## config.mk

```make
export PLATFORM = sky130hd
export DESIGN_NAME = stride_seq
export DESIGN_NICKNAME = d
export VERILOG_FILES = /design/src/rtl/stride_seq.sv
export SDC_FILE = /design/constraint.sdc
export NUM_CORES = 1
export LEC_CHECK = 0
export CAP_MARGIN = 30
export CORE_MARGIN = 2
export CORE_UTILIZATION = 53
export CTS_BUF_LIST = sky130_fd_sc_hd__clkbuf_16
export DETAILED_ROUTE_END_ITERATION = 10
export PLACE_DENSITY = 0.8
export SKIP_LAST_GASP = 1
export SLEW_MARGIN = 40
export SYNTH_ARGS = -nofsm -noshare
export SYNTH_HDL_FRONTEND = slang
export SYNTH_SLANG_ARGS = --single-unit
```

## constraint.sdc

```tcl
create_clock -name clk_i -period 4.54 [get_ports clk_i]
set_input_delay 0.681 -clock clk_i [delete_from_list [all_inputs] [get_ports clk_i]]
set_output_delay 0.681 -clock clk_i [all_outputs]
set_load 0.01 [all_outputs]
```

## src/rtl/stride_seq.sv

```systemverilog
// stride_seq: walks every (i,j) of a rows x cols extent through the stride generator and queues the returned addresses in a FIFO.
// Each element takes at least 4 cycles, and a full FIFO stalls the walk before WRITE. Define STRIDE_SEQ_ERR_ABORT_EN to abort the walk on m_err_i.
module stride_seq #(
  parameter int                      DataWidth    = 32,
  parameter int                      AddressWidth = 32,
  parameter int                      FifoDepth    = 4,
  parameter logic [AddressWidth-1:0] SlaveBase    = 32'h41000,
  parameter logic [AddressWidth-1:0] TargetAddr   = 32'h40000
) (
  input  logic                      clk_i,
  input  logic                      rst_ni,
  input  logic                      s_req_i,
  input  logic [AddressWidth-1:0]   s_addr_i,
  input  logic                      s_we_i,
  input  logic [DataWidth/8-1:0]    s_be_i,
  input  logic [DataWidth-1:0]      s_wdata_i,
  output logic                      s_rvalid_o,
  output logic [DataWidth-1:0]      s_rdata_o,
  output logic                      s_err_o,
  output logic                      m_req_o,
  output logic [AddressWidth-1:0]   m_addr_o,
  output logic                      m_we_o,
  output logic [DataWidth/8-1:0]    m_be_o,
  output logic [DataWidth-1:0]      m_wdata_o,
  input  logic                      m_rvalid_i,
  input  logic [DataWidth-1:0]      m_rdata_i,
  input  logic                      m_err_i
);

  localparam int PtrW = $clog2(FifoDepth);
  localparam int LvlW = $clog2(FifoDepth + 1);
  localparam logic [PtrW-1:0]         PtrOne   = PtrW'(1);
  localparam logic [LvlW-1:0]         LvlOne   = LvlW'(1);
  localparam logic [LvlW-1:0]         LvlFull  = LvlW'(FifoDepth);
  localparam logic [AddressWidth-1:0] AddrCtrl = SlaveBase;
  localparam logic [AddressWidth-1:0] AddrDims = SlaveBase + AddressWidth'(4);
  localparam logic [AddressWidth-1:0] AddrStat = SlaveBase + AddressWidth'(8);
  localparam logic [AddressWidth-1:0] AddrPop  = SlaveBase + AddressWidth'(12);

  typedef enum logic [2:0] {
    IDLE  = 3'd0,
    WRITE = 3'd1,
    WWAIT = 3'd2,
    READ  = 3'd3,
    RWAIT = 3'd4
  } state_e;

  state_e                 r_state;
  state_e                 w_state_d;
  logic                   r_busy;
  logic                   r_done;
  logic                   r_err;
  logic [31:0]            r_dims;
  logic [15:0]            r_i;
  logic [15:0]            r_j;
  logic [15:0]            r_cnt;
  logic [DataWidth-1:0]   r_mem [FifoDepth];
  logic [PtrW-1:0]        r_wptr;
  logic [PtrW-1:0]        r_rptr;
  logic [LvlW-1:0]        r_level;
  logic                   r_s_rvalid;
  logic                   r_s_err;
  logic [DataWidth-1:0]   r_s_rdata;

  logic [15:0]            w_rows;
  logic [15:0]            w_cols;
  logic                   w_wr;
  logic                   w_rd;
  logic                   w_hit_ctrl;
  logic                   w_hit_dims;
  logic                   w_hit_stat;
  logic                   w_hit_pop;
  logic                   w_hit_any;
  logic                   w_fifo_empty;
  logic                   w_dims_zero;
  logic                   w_start;
  logic                   w_start_go;
  logic                   w_dims_we;
  logic                   w_pop;
  logic                   w_push;
  logic                   w_resp_err;
  logic                   w_abort;
  logic                   w_j_wrap;
  logic                   w_last;
  logic                   w_m_req;
  logic                   w_m_we;
  logic                   w_s_err_d;
  logic [LvlW-1:0]        w_level_d;
  logic [2:0]             w_lvl3;
  logic [31:0]            w_status;
  logic [DataWidth-1:0]   w_rdata_d;

`ifdef STRIDE_SEQ_ERR_ABORT_EN
  assign w_resp_err = m_err_i;
`else
  logic w_unused_err;
  assign w_unused_err = m_err_i;
  assign w_resp_err   = 1'b0;
`endif

  // Slave decode: only the four exact word addresses are mapped.
  assign w_rows       = r_dims[15:0];
  assign w_cols       = r_dims[31:16];
  assign w_wr         = s_req_i & s_we_i;
  assign w_rd         = s_req_i & ~s_we_i;
  assign w_hit_ctrl   = (s_addr_i == AddrCtrl);
  assign w_hit_dims   = (s_addr_i == AddrDims);
  assign w_hit_stat   = (s_addr_i == AddrStat);
  assign w_hit_pop    = (s_addr_i == AddrPop);
  assign w_hit_any    = w_hit_ctrl | w_hit_dims | w_hit_stat | w_hit_pop;
  assign w_fifo_empty = (r_level == '0);
  assign w_dims_zero  = (w_rows == 16'd0) | (w_cols == 16'd0);
  assign w_start      = w_wr & w_hit_ctrl & s_be_i[0] & s_wdata_i[0] & ~r_busy;
  assign w_start_go   = w_start & ~w_dims_zero;
  assign w_dims_we    = w_wr & w_hit_dims & ~r_busy;
  assign w_pop        = w_rd & w_hit_pop & ~w_fifo_empty;
  assign w_s_err_d    = ~w_hit_any | (w_rd & w_hit_pop & w_fifo_empty);

  assign w_push       = (r_state == RWAIT) & m_rvalid_i & ~w_resp_err;
  assign w_abort      = ((r_state == WWAIT) | (r_state == RWAIT)) & m_rvalid_i & w_resp_err;
  assign w_j_wrap     = (r_j == w_cols - 16'd1);
  assign w_last       = (r_i == w_rows - 16'd1) & w_j_wrap;

  assign w_lvl3       = 3'(r_level);
  assign w_status     = {r_cnt, 5'd0, w_lvl3, 5'd0, r_err, r_done, r_busy};

  always_comb begin
    w_level_d = r_level;
    if (w_push && !w_pop) begin
      w_level_d = r_level + LvlOne;
    end else if (!w_push && w_pop) begin
      w_level_d = r_level - LvlOne;
    end
  end

  always_comb begin
    w_rdata_d = '0;
    if (w_rd) begin
      if (w_hit_dims) begin
        w_rdata_d = r_dims;
      end else if (w_hit_stat) begin
        w_rdata_d = w_status;
      end else if (w_pop) begin
        w_rdata_d = r_mem[r_rptr];
      end
    end
  end

  // IDLE with r_busy set is the FIFO-full stall between elements.
  always_comb begin
    w_state_d = r_state;
    w_m_req   = 1'b0;
    w_m_we    = 1'b0;
    case (r_state)
      IDLE: begin
        if ((w_start_go || r_busy) && (r_level < LvlFull)) begin
          w_state_d = WRITE;
        end
      end
      WRITE: begin
        w_m_req   = 1'b1;
        w_m_we    = 1'b1;
        w_state_d = WWAIT;
      end
      WWAIT: begin
        if (m_rvalid_i) begin
          w_state_d = w_resp_err ? IDLE : READ;
        end
      end
      READ: begin
        w_m_req   = 1'b1;
        w_state_d = RWAIT;
      end
      RWAIT: begin
        if (m_rvalid_i) begin
          if (w_resp_err || w_last) begin
            w_state_d = IDLE;
          end else if (w_level_d < LvlFull) begin
            w_state_d = WRITE;
          end else begin
            w_state_d = IDLE;
          end
        end
      end
      default: w_state_d = IDLE;
    endcase
  end

  always_ff @(posedge clk_i or negedge rst_ni) begin
    if (!rst_ni) begin
      r_state <= IDLE;
      r_busy  <= 1'b0;
      r_done  <= 1'b0;
      r_err   <= 1'b0;
      r_dims  <= '0;
      r_i     <= '0;
      r_j     <= '0;
      r_cnt   <= '0;
    end else begin
      r_state <= w_state_d;
      if (w_start) begin
        r_busy <= ~w_dims_zero;
        r_done <= w_dims_zero;
        r_err  <= 1'b0;
        r_cnt  <= '0;
        r_i    <= '0;
        r_j    <= '0;
      end else begin
        if (w_abort) begin
          r_err  <= 1'b1;
          r_busy <= 1'b0;
        end
        if (w_push) begin
          if (r_cnt != 16'hFFFF) begin
            r_cnt <= r_cnt + 16'd1;
          end
          if (w_j_wrap) begin
            r_j <= '0;
            r_i <= r_i + 16'd1;
          end else begin
            r_j <= r_j + 16'd1;
          end
          if (w_last) begin
            r_done <= 1'b1;
            r_busy <= 1'b0;
          end
        end
      end
      if (w_dims_we) begin
        for (int b = 0; b < 4; b++) begin
          if (s_be_i[b]) begin
            r_dims[8*b +: 8] <= s_wdata_i[8*b +: 8];
          end
        end
      end
    end
  end

  always_ff @(posedge clk_i or negedge rst_ni) begin
    if (!rst_ni) begin
      r_wptr  <= '0;
      r_rptr  <= '0;
      r_level <= '0;
    end else begin
      if (w_push) begin
        r_wptr <= r_wptr + PtrOne;
      end
      if (w_pop) begin
        r_rptr <= r_rptr + PtrOne;
      end
      r_level <= w_level_d;
    end
  end

  always_ff @(posedge clk_i) begin
    if (w_push) begin
      r_mem[r_wptr] <= m_rdata_i;
    end
  end

  always_ff @(posedge clk_i or negedge rst_ni) begin
    if (!rst_ni) begin
      r_s_rvalid <= 1'b0;
      r_s_err    <= 1'b0;
      r_s_rdata  <= '0;
    end else begin
      r_s_rvalid <= s_req_i;
      r_s_err    <= s_req_i & w_s_err_d;
      r_s_rdata  <= w_rdata_d;
    end
  end

  assign s_rvalid_o = r_s_rvalid;
  assign s_err_o    = r_s_err;
  assign s_rdata_o  = r_s_rdata;
  assign m_req_o    = w_m_req;
  assign m_we_o     = w_m_we;
  assign m_addr_o   = TargetAddr;
  assign m_be_o     = '1;
  assign m_wdata_o  = (r_state == WRITE) ? {r_j, r_i} : '0;

endmodule

```

==> results of run 1 <==
## power by group
group	internal (mW)	switching [mW]	leakage (nW)
sequential	2.42	0.000212	2.85
combinational	0.0848	0.0749	2.59
clock	1.16	0.882	0.422
total	3.67	0.957	5.87
## critical path, cell delays in order, from the launching register on
cell and delay (ns):
dfrtp_1 0.49, or4_4 0.59, or4_4 0.57, or3_1 0.36
a32o_1 0.26, nor4b_1 0.48, nand4_1 0.35, or3_1 0.42
a21oi_1 0.15
## final timing paths
kind	from	end	slack [ns]
hold reg to reg	r_state[2]	r_state[1]	0.54
hold / removal	rst_ni	r_dims[20]	0.16
max in group asynchronous	rst_ni	r_dims[14]	3.41
min in group clk_i	r_state[2]	r_state[1]	0.54
setup / recovery	r_dims[20]	r_i[8]	0.79
setup reg to reg	r_dims[20]	r_i[8]	0.79
## through the flow
stage	cell area, µm²	utilization	instances
detailed placement	14100	0.626	1408
global route	14900	0.662	1455
global placement	14100	0.624	1407
CTS	14900	0.662	1455
finish	14900	0.662	1456
floorplan	12300	-	1011
## routing by layer
metal / GRT usage / vias to the layer above
li1: - / 3922
met1: 0.320 / 4244
met2: 0.394 / 344
met3: 0.0387 / 54
met4: 0.0848 / 0
met5: 0 / -
## cells by family after synthesis
group	after synthesis
and+or+nand+nor	323
DFF	254
AOI/OAI and AO/OA	133
buffers and inverters	112
muxes	70
xor gates and xnor gates	68
adders and majority gates	15
other	2
## registers in the layout, indices dropped and copies added (netlist names)
name	cells
r_mem	128
r_dims	32
s_rdata_o	32
r_cnt	16
r_i	16
r_j	16
r_level	3
r_state	3
r_rptr	2
r_wptr	2
r_busy	1
r_done	1
s_err_o	1
s_rvalid_o	1
## layout by cell type (no fill, tap or decap), types with 6 or more instances in the layout
cell type	instances
conb_1	36
nor3_1	16
nor4_1	19
dfrtp_1	124
clkbuf_16	26
nand3_1	25
nor2_1	94
edfxtp_1	128
a21oi_1	21
mux2i_1	6
and2_1	41
nor2b_1	9
nor4b_1	6
or3_1	9
nand2_1	44
or4_1	6
mux4_2	32
and3_1	9
a22oi_1	14
a222oi_1	21
inv_1	35
xnor2_1	37
ha_1	14
o21ai_0	30
clkinv_2	6
xor2_1	31
clkdlybuf4s50_1	171
buf_4	23
nand4_1	18
mux2_2	32
## area by class of cell
class | instances | area share
Antenna cell | 1 | 0.000167
Inverter | 29 | 0.00728
Clock inverter | 21 | 0.0116
Tap cell | 285 | 0.0239
Timing Repair Buffer | 195 | 0.128
Multi-Input combinational cell | 645 | 0.317
Sequential cell | 254 | 0.468
Clock buffer | 26 | 0.0435
==> results.md, run 1 <==
* Outcome: complete, no violations
* Post-route ant nets at 0
* Die width at 156 µm
* Worst Reg-to-Reg Cells at 8
* Filler cell count at 1672
* Met3 wire length at slightly below 2 mm
* Worst Path Max Fanout at 9
* Worst setup SP type: flip-flop
* Io pins at 210
* Cell taking the most area after synthesis: edfxtp_1
* Clock sink total at between 200 and 300
* Setup-failing EPs final at 0
* Total Routing Usage GR at 0.237
* Slew @ Worst Pin at 0.805 ns
* Post-synthesis async set-or-reset flop share at 0.496
* Leakage at 5.87 nW
* Share of synthesized area spent on multiplexers at 0.0938
* Clk_lat worst skew at 0.55 ns
* TritonCTS clock tree: built
* Die extent in y at 156 µm
* Grt total ovfl at 0
* Cell Area, Synth at 0.0122 mm²
* FP Rows at 55
* # port buffers at ~170
* Area contributors post-synth: edfxtp_1 32%, dfrtp_1 26%, mux4_2 5.9%, mux2_2 3.0%, nor2_1 2.9%
* CP endpoint kind: flip-flop
* Maximum clock rate at approximately 0.27 GHz
* RSZ-0062 raised after global routing: false
* Post-Route Setup TNS at 0 ns
* Pwr Total at 4.62 mW
* CTS Buf Count at 26
* Worst Path Required at 5.00 ns
* Register cell area after layout at 0.00700 mm²
* RD Place Congestion at 0.860
* Synth Area in XOR/XNOR at 0.0489
* Seq/Total Area, Yosys at 0.575
* Synth warnings at 0
* Iter 0 DRT Violations at 840
* Post-synth top flop: edfxtp_1
* DRC viols at 0
* Arrival time of the worst setup path at ~4.2 ns
* Largest family of logic cells by synthesized area: simple AND/OR/NAND/NOR gates
* CTS Buffer Depth at 3
* Multi-input gate area at 0.00475 mm²
* Drt pass-1 iters at 9
* Synth Area in Compound Gates at 0.0788
* Hold bufs inserted after CTS at 0
* DR vias/cell at 5.88
* Worst slack, placed at 0.849 ns
* WL per Instance at 19.9 µm
* Post-synthesis register bit count at between 200 and 300
* Fin crit period at 3.75 ns
* Routed wire length at 29.0 mm
* Post-synth top cells: 128 x edfxtp_1, 126 x dfrtp_1, 94 x nor2_1, 44 x nand2_1, 42 x and2_1
* Fin Clk Skew at 0.0164 ns
* Setup Buffers After CTS at 0
* Antenna violations before repair at 0
* Cell with the most instances after synthesis: edfxtp_1
* Avg Inst Size Synth at 12.5 µm²
* Core area at 0.0226 mm²
* Cell variety after synth at 67
* Synth top area share at 0.316
* CP Class: reg -> reg
* Layout cells sized above 1 at 0.124
* Pwr per Cell Area at around 310 mW/mm²
* Fin. max-slew vios at 0
* Maxcap violations at 0
* Adder-Cell Fraction of Synth Area at 0.0152
* Clk slew on worst S/H paths at 0.06 ns
* Largest net degree at the start of global routing at 49
* Layout area overhead at 22.8%
* Via count at 8564
* Worst hold slack at about 0.16 ns
* First-pass GRT wire length at 44.8 mm
* DRT met1 WL at 11.9 mm
* Max VDD drop at 0.302 mV
* CTS-repair resized insts at 0
* Final net count at 1271
* Number of synthesized flops with an enable pin at around 130
* Top Layer Used: met4
* WL met2 at 14.1 mm
* Synth Area in Simple Gates at 0.141
* Detailed Place HPWL at ~20 mm
* Slew Limit Headroom at 0.463
* Htree depth at 1
* Full die area at 0.0242 mm²
* Tcrit/Tclk final at 0.826
* Clock Tree Root: clkbuf_16
* Setup ws final at 0.790 ns
* Min-delay worst type: in -> async
* Final hold violations at 0
* Mapped Cells at between 900 and 1000
* Initial Util at 0.539
* Number of global-route vias before repair at 8327
No activity file was read; power rests on OpenSTA's default activity.
==> run 2, diff against run 1 <==
--- a/config.mk
+++ b/config.mk
@@ -7,10 +7,10 @@
 export LEC_CHECK = 0
 export CAP_MARGIN = 30
 export CORE_MARGIN = 2
-export CORE_UTILIZATION = 53
+export CORE_UTILIZATION = 48
 export CTS_BUF_LIST = sky130_fd_sc_hd__clkbuf_16
 export DETAILED_ROUTE_END_ITERATION = 10
-export PLACE_DENSITY = 0.8
+export PLACE_DENSITY = 0.76
 export SKIP_LAST_GASP = 1
 export SLEW_MARGIN = 40
 export SYNTH_ARGS = -nofsm -noshare
==> constraint.sdc (replaced) <==
create_clock -name clk_i -period 3.4 [get_ports clk_i]
set_input_delay 0.51 -clock clk_i [delete_from_list [all_inputs] [get_ports clk_i]]
set_output_delay 0.51 -clock clk_i [all_outputs]
set_load 0.01 [all_outputs]
==> run 2 against run 1 <==
Net effect: the flow now finishes with violations (hold timing); via count rose by 1.1%; largest cell class unchanged; combinational power is 33% higher; worst hold slack lost 0.19 ns; die area up 10%; fmax up 11%; global-route usage shrank 1.6 points; clock skew decreased by 0.0060 ns.
==> results.md, run 2 (synthesis gave the netlist of run 1 again) <==
* Outcome: finished, violations left
* Failing checks: hold timing
* Fin crit period at 3.37 ns (-0.382 ns)
* Number of global-route vias before repair at 8413 (+1.0%)
* Leakage at 6.07 nW (+3.5%)
* Final hold violations at 46 (+46)
* Sw Share at 0.201 (-0.00597)
* DRC viols at 0 (unchanged)
* Switching pwr at 1.26 mW (+32%)
* Most frequent cells in the layout: 171 x clkdlybuf4s50_1, 128 x edfxtp_1, 125 x dfrtp_1
* Most frequent CP cell: or4_4
* Crit path cell chain: or4_4 -> or4_4 -> or3_1 -> a32o_2 -> or4b_4 -> nor3_4 -> clkbuf_16 -> nand4_1 -> a21oi_1
* Clock sink total at 254 (unchanged)
* Largest net degree at the start of global routing at 64 (+31%)
* Final net count at 1310 (+3.1%)
* Initial Util at 0.486 (-0.0531)
* Worst Path Max Fanout at 6 (-3)
* FP Rows at 58 (+5.5%)
* RD Place Congestion at 0.887 (+3.1%)
* Largest stage delay, worst path at 0.54 ns (-0.05 ns)
* Commonest non-fill, non-tap cell in the layout: clkdlybuf4s50_1
* First-pass GRT wire length at 46.0 mm (+2.6%)
* Layout cells sized above 1 at 0.159 (+0.0350)
* Worst Path Required at 3.86 ns (-1.14 ns)
* CTS Buf Count at 26 (unchanged)
* Htree depth at 1 (unchanged)
* Slowest cell on the critical path: or4_4
* Pwr per Cell Area at 407 mW/mm² (+31%)
* Maximum clock rate at 0.297 GHz (+11%)
* Non-filler cells, final at 1539 (+5.7%)
* Worst hold slack at -0.0308 ns (-0.188 ns)
* Worst setup SP type: flip-flop
* Iter 0 DRT Violations at 609 (-28%)
* Met3 wire length at 2.16 mm (+8.9%)
* Die width at 163 µm (+5.0%)
* Max VDD drop at 0.325 mV (+7.8%)
* Slew Limit Headroom at 0.471 (+0.00770)
* WL per Instance at 19.3 µm (-2.8%)
* Final Cell Area at 0.0154 mm² (+3.1%)
* Filler cell count at 1956 (+17%)
* DRT met1 WL at 12.4 mm (+4.4%)
* Hold bufs inserted after CTS at 0 (unchanged)
* R2R setup slack at 0.03 ns (-0.76 ns)
* Tcrit/Tclk final at 0.991 (+0.165)
* Worst Reg-to-Reg Cells at 9 (+1)
* Full die area at 0.0266 mm² (+10%)
* RSZ-0062 raised after global routing: true
* Combinational Power Share at 0.034 (about the same)
* Die extent in y at 163 µm (+5.0%)
* Crit path from: r_dims[19]
* CP endpoint kind: flip-flop
* Sequential Power Share at 0.517 (-0.007)
* FF-to-FF End: r_i[7]
* WP buf/inv at 1 (+1)
* Worst r2r src: r_dims[19]
* Antenna violations before repair at 1 (+1)
* Critical Path Stages at 9 (+1)
* CP endpoint: r_i[7]
* Internal Dissipation at 5.01 mW (+37%)
* Register cell area after layout at 0.00700 mm² (about the same)
* Io pins at 210 (unchanged)
* Layout area overhead at 26.6%
* Arrival time of the worst setup path at 3.83 ns (-0.38 ns)
* Dpl cell area at 0.0145 mm² (+2.3%)
* Min-delay worst type: in -> async
* Max reg flops at 128 (unchanged)
* Via count at 8654 (+1.1%)
* Fin Clk Skew at 0.0105 ns (-0.00597 ns)
* Grt total ovfl at 0 (unchanged)
* Drt pass-1 iters at 7 (-2)
* # port buffers at 172 (unchanged)
* Total Routing Usage GR at 0.221 (-0.0161)
* Clk_lat worst skew at 0.53 ns (-0.02 ns)
* TritonCTS clock tree: built
* Slew @ Worst Pin at 0.794 ns (-0.0116 ns)
* Clk slew on worst S/H paths at 0.06 ns (about the same)
* Post-route ant nets at 0 (unchanged)
* Maxcap violations at 0 (unchanged)
* Routed wire length at 29.7 mm (+2.7%)
* DR vias/cell at 5.62 (-4.4%)
* Top Layer Used: met4
* CTS Buffer Depth at 3 (unchanged)
* CP Class: reg -> reg
* Multi-input gate area at 0.00481 mm² (+1.3%)
* Fin. max-slew vios at 0 (unchanged)
* Reg with most FFs: r_mem
* Detailed Place HPWL at 21.2 mm (+4.5%)
* Core area at 0.0250 mm² (+11%)
* Clock Tree Root: clkbuf_16
* Top Family by Delay on Critical Path: simple AND/OR/NAND/NOR gates
* WL met2 at 14.5 mm (+2.9%)
* Clock network power share at 0.449 (+0.008)
* Setup-failing EPs final at 0 (unchanged)
* Placed cells at 1489 (+5.8%)
## run 2: cell types whose count changed in the layout (fill, tap and decap cells not counted), sizes merged
cell	delta
clkbuf	+2
bufinv	+1
inv	-5
clkinv	-1
buf	+38
clkinvlp	+3
## run 2: cell type report
class,count,share of cell area
clock buffers,27,0.0439
diodes,1,0.000162
multi-input cells,645,0.312
flip-flops and latches,254,0.454
repair buffers,234,0.145
inverters,29,0.00707
well taps,330,0.0268
clock inverters,19,0.0109
## run 2: power by group through the flow
stage / logic [mW] / clock network (mW) / registers (mW)
global route: 0.233 / 2.99 / 3.23
finish: 0.213 / 2.82 / 3.24
CTS: 0.215 / 2.87 / 3.24
detailed placement: 0.215 / 0 / 3.30
global placement: 0.209 / 0 / 3.30
floorplan: 0.0598 / 0 / 3.30
## run 2: worst min-delay path by stage
stage	cells after the start	endpoint
5_1_grt	1	r_dims[17]
2_1_floorplan	0	r_busy
3_5_place_dp	2	r_done
4_1_cts	1	r_j[9]
3_3_place_gp	1	r_state[1]
6_report	1	r_dims[17]
## run 2: routing by layer
layer  track usage  vias to the layer above
met5             0                        -
met4        0.0551                        0
met3        0.0414                       50
met2         0.374                      309
met1         0.297                     4284
li1              -                     4011
## run 2: what timing repair did
action / in CTS / in global routing
setup buffers: 0 / 1
gates resized for setup: 1 / 14
endpoints found under the hold margin: 0 / 0
pin swaps: 0 / 12
endpoints found under the setup margin: 2 / 24
cloned: 0 / 2
## run 2: per-stage QoR
stage	TNS (ns)	setup WS [ns]	total power, mW	util	hold WS (ns)
after floorplan	0	0.0561	3.36	-	0.214
after global placement	0	0.0264	3.51	0.577	0.515
after detailed placement	0	0.0274	3.51	0.577	0.522
after CTS	0	0.0452	6.32	0.611	0.0983
after global routing	-0.100	-0.0380	6.46	0.615	0.000705
final	0	0.0317	6.26	0.615	-0.0308
## run 2: worst register-to-register path: cells and delay by family (launching register included)
family | cells | cell delay, ns
buffers and inverters | 1 | 0.21
AND/OR/NAND/NOR | 6 | 2.30
AO/OA/AOI/OAI | 2 | 0.41
flip-flops | 1 | 0.38
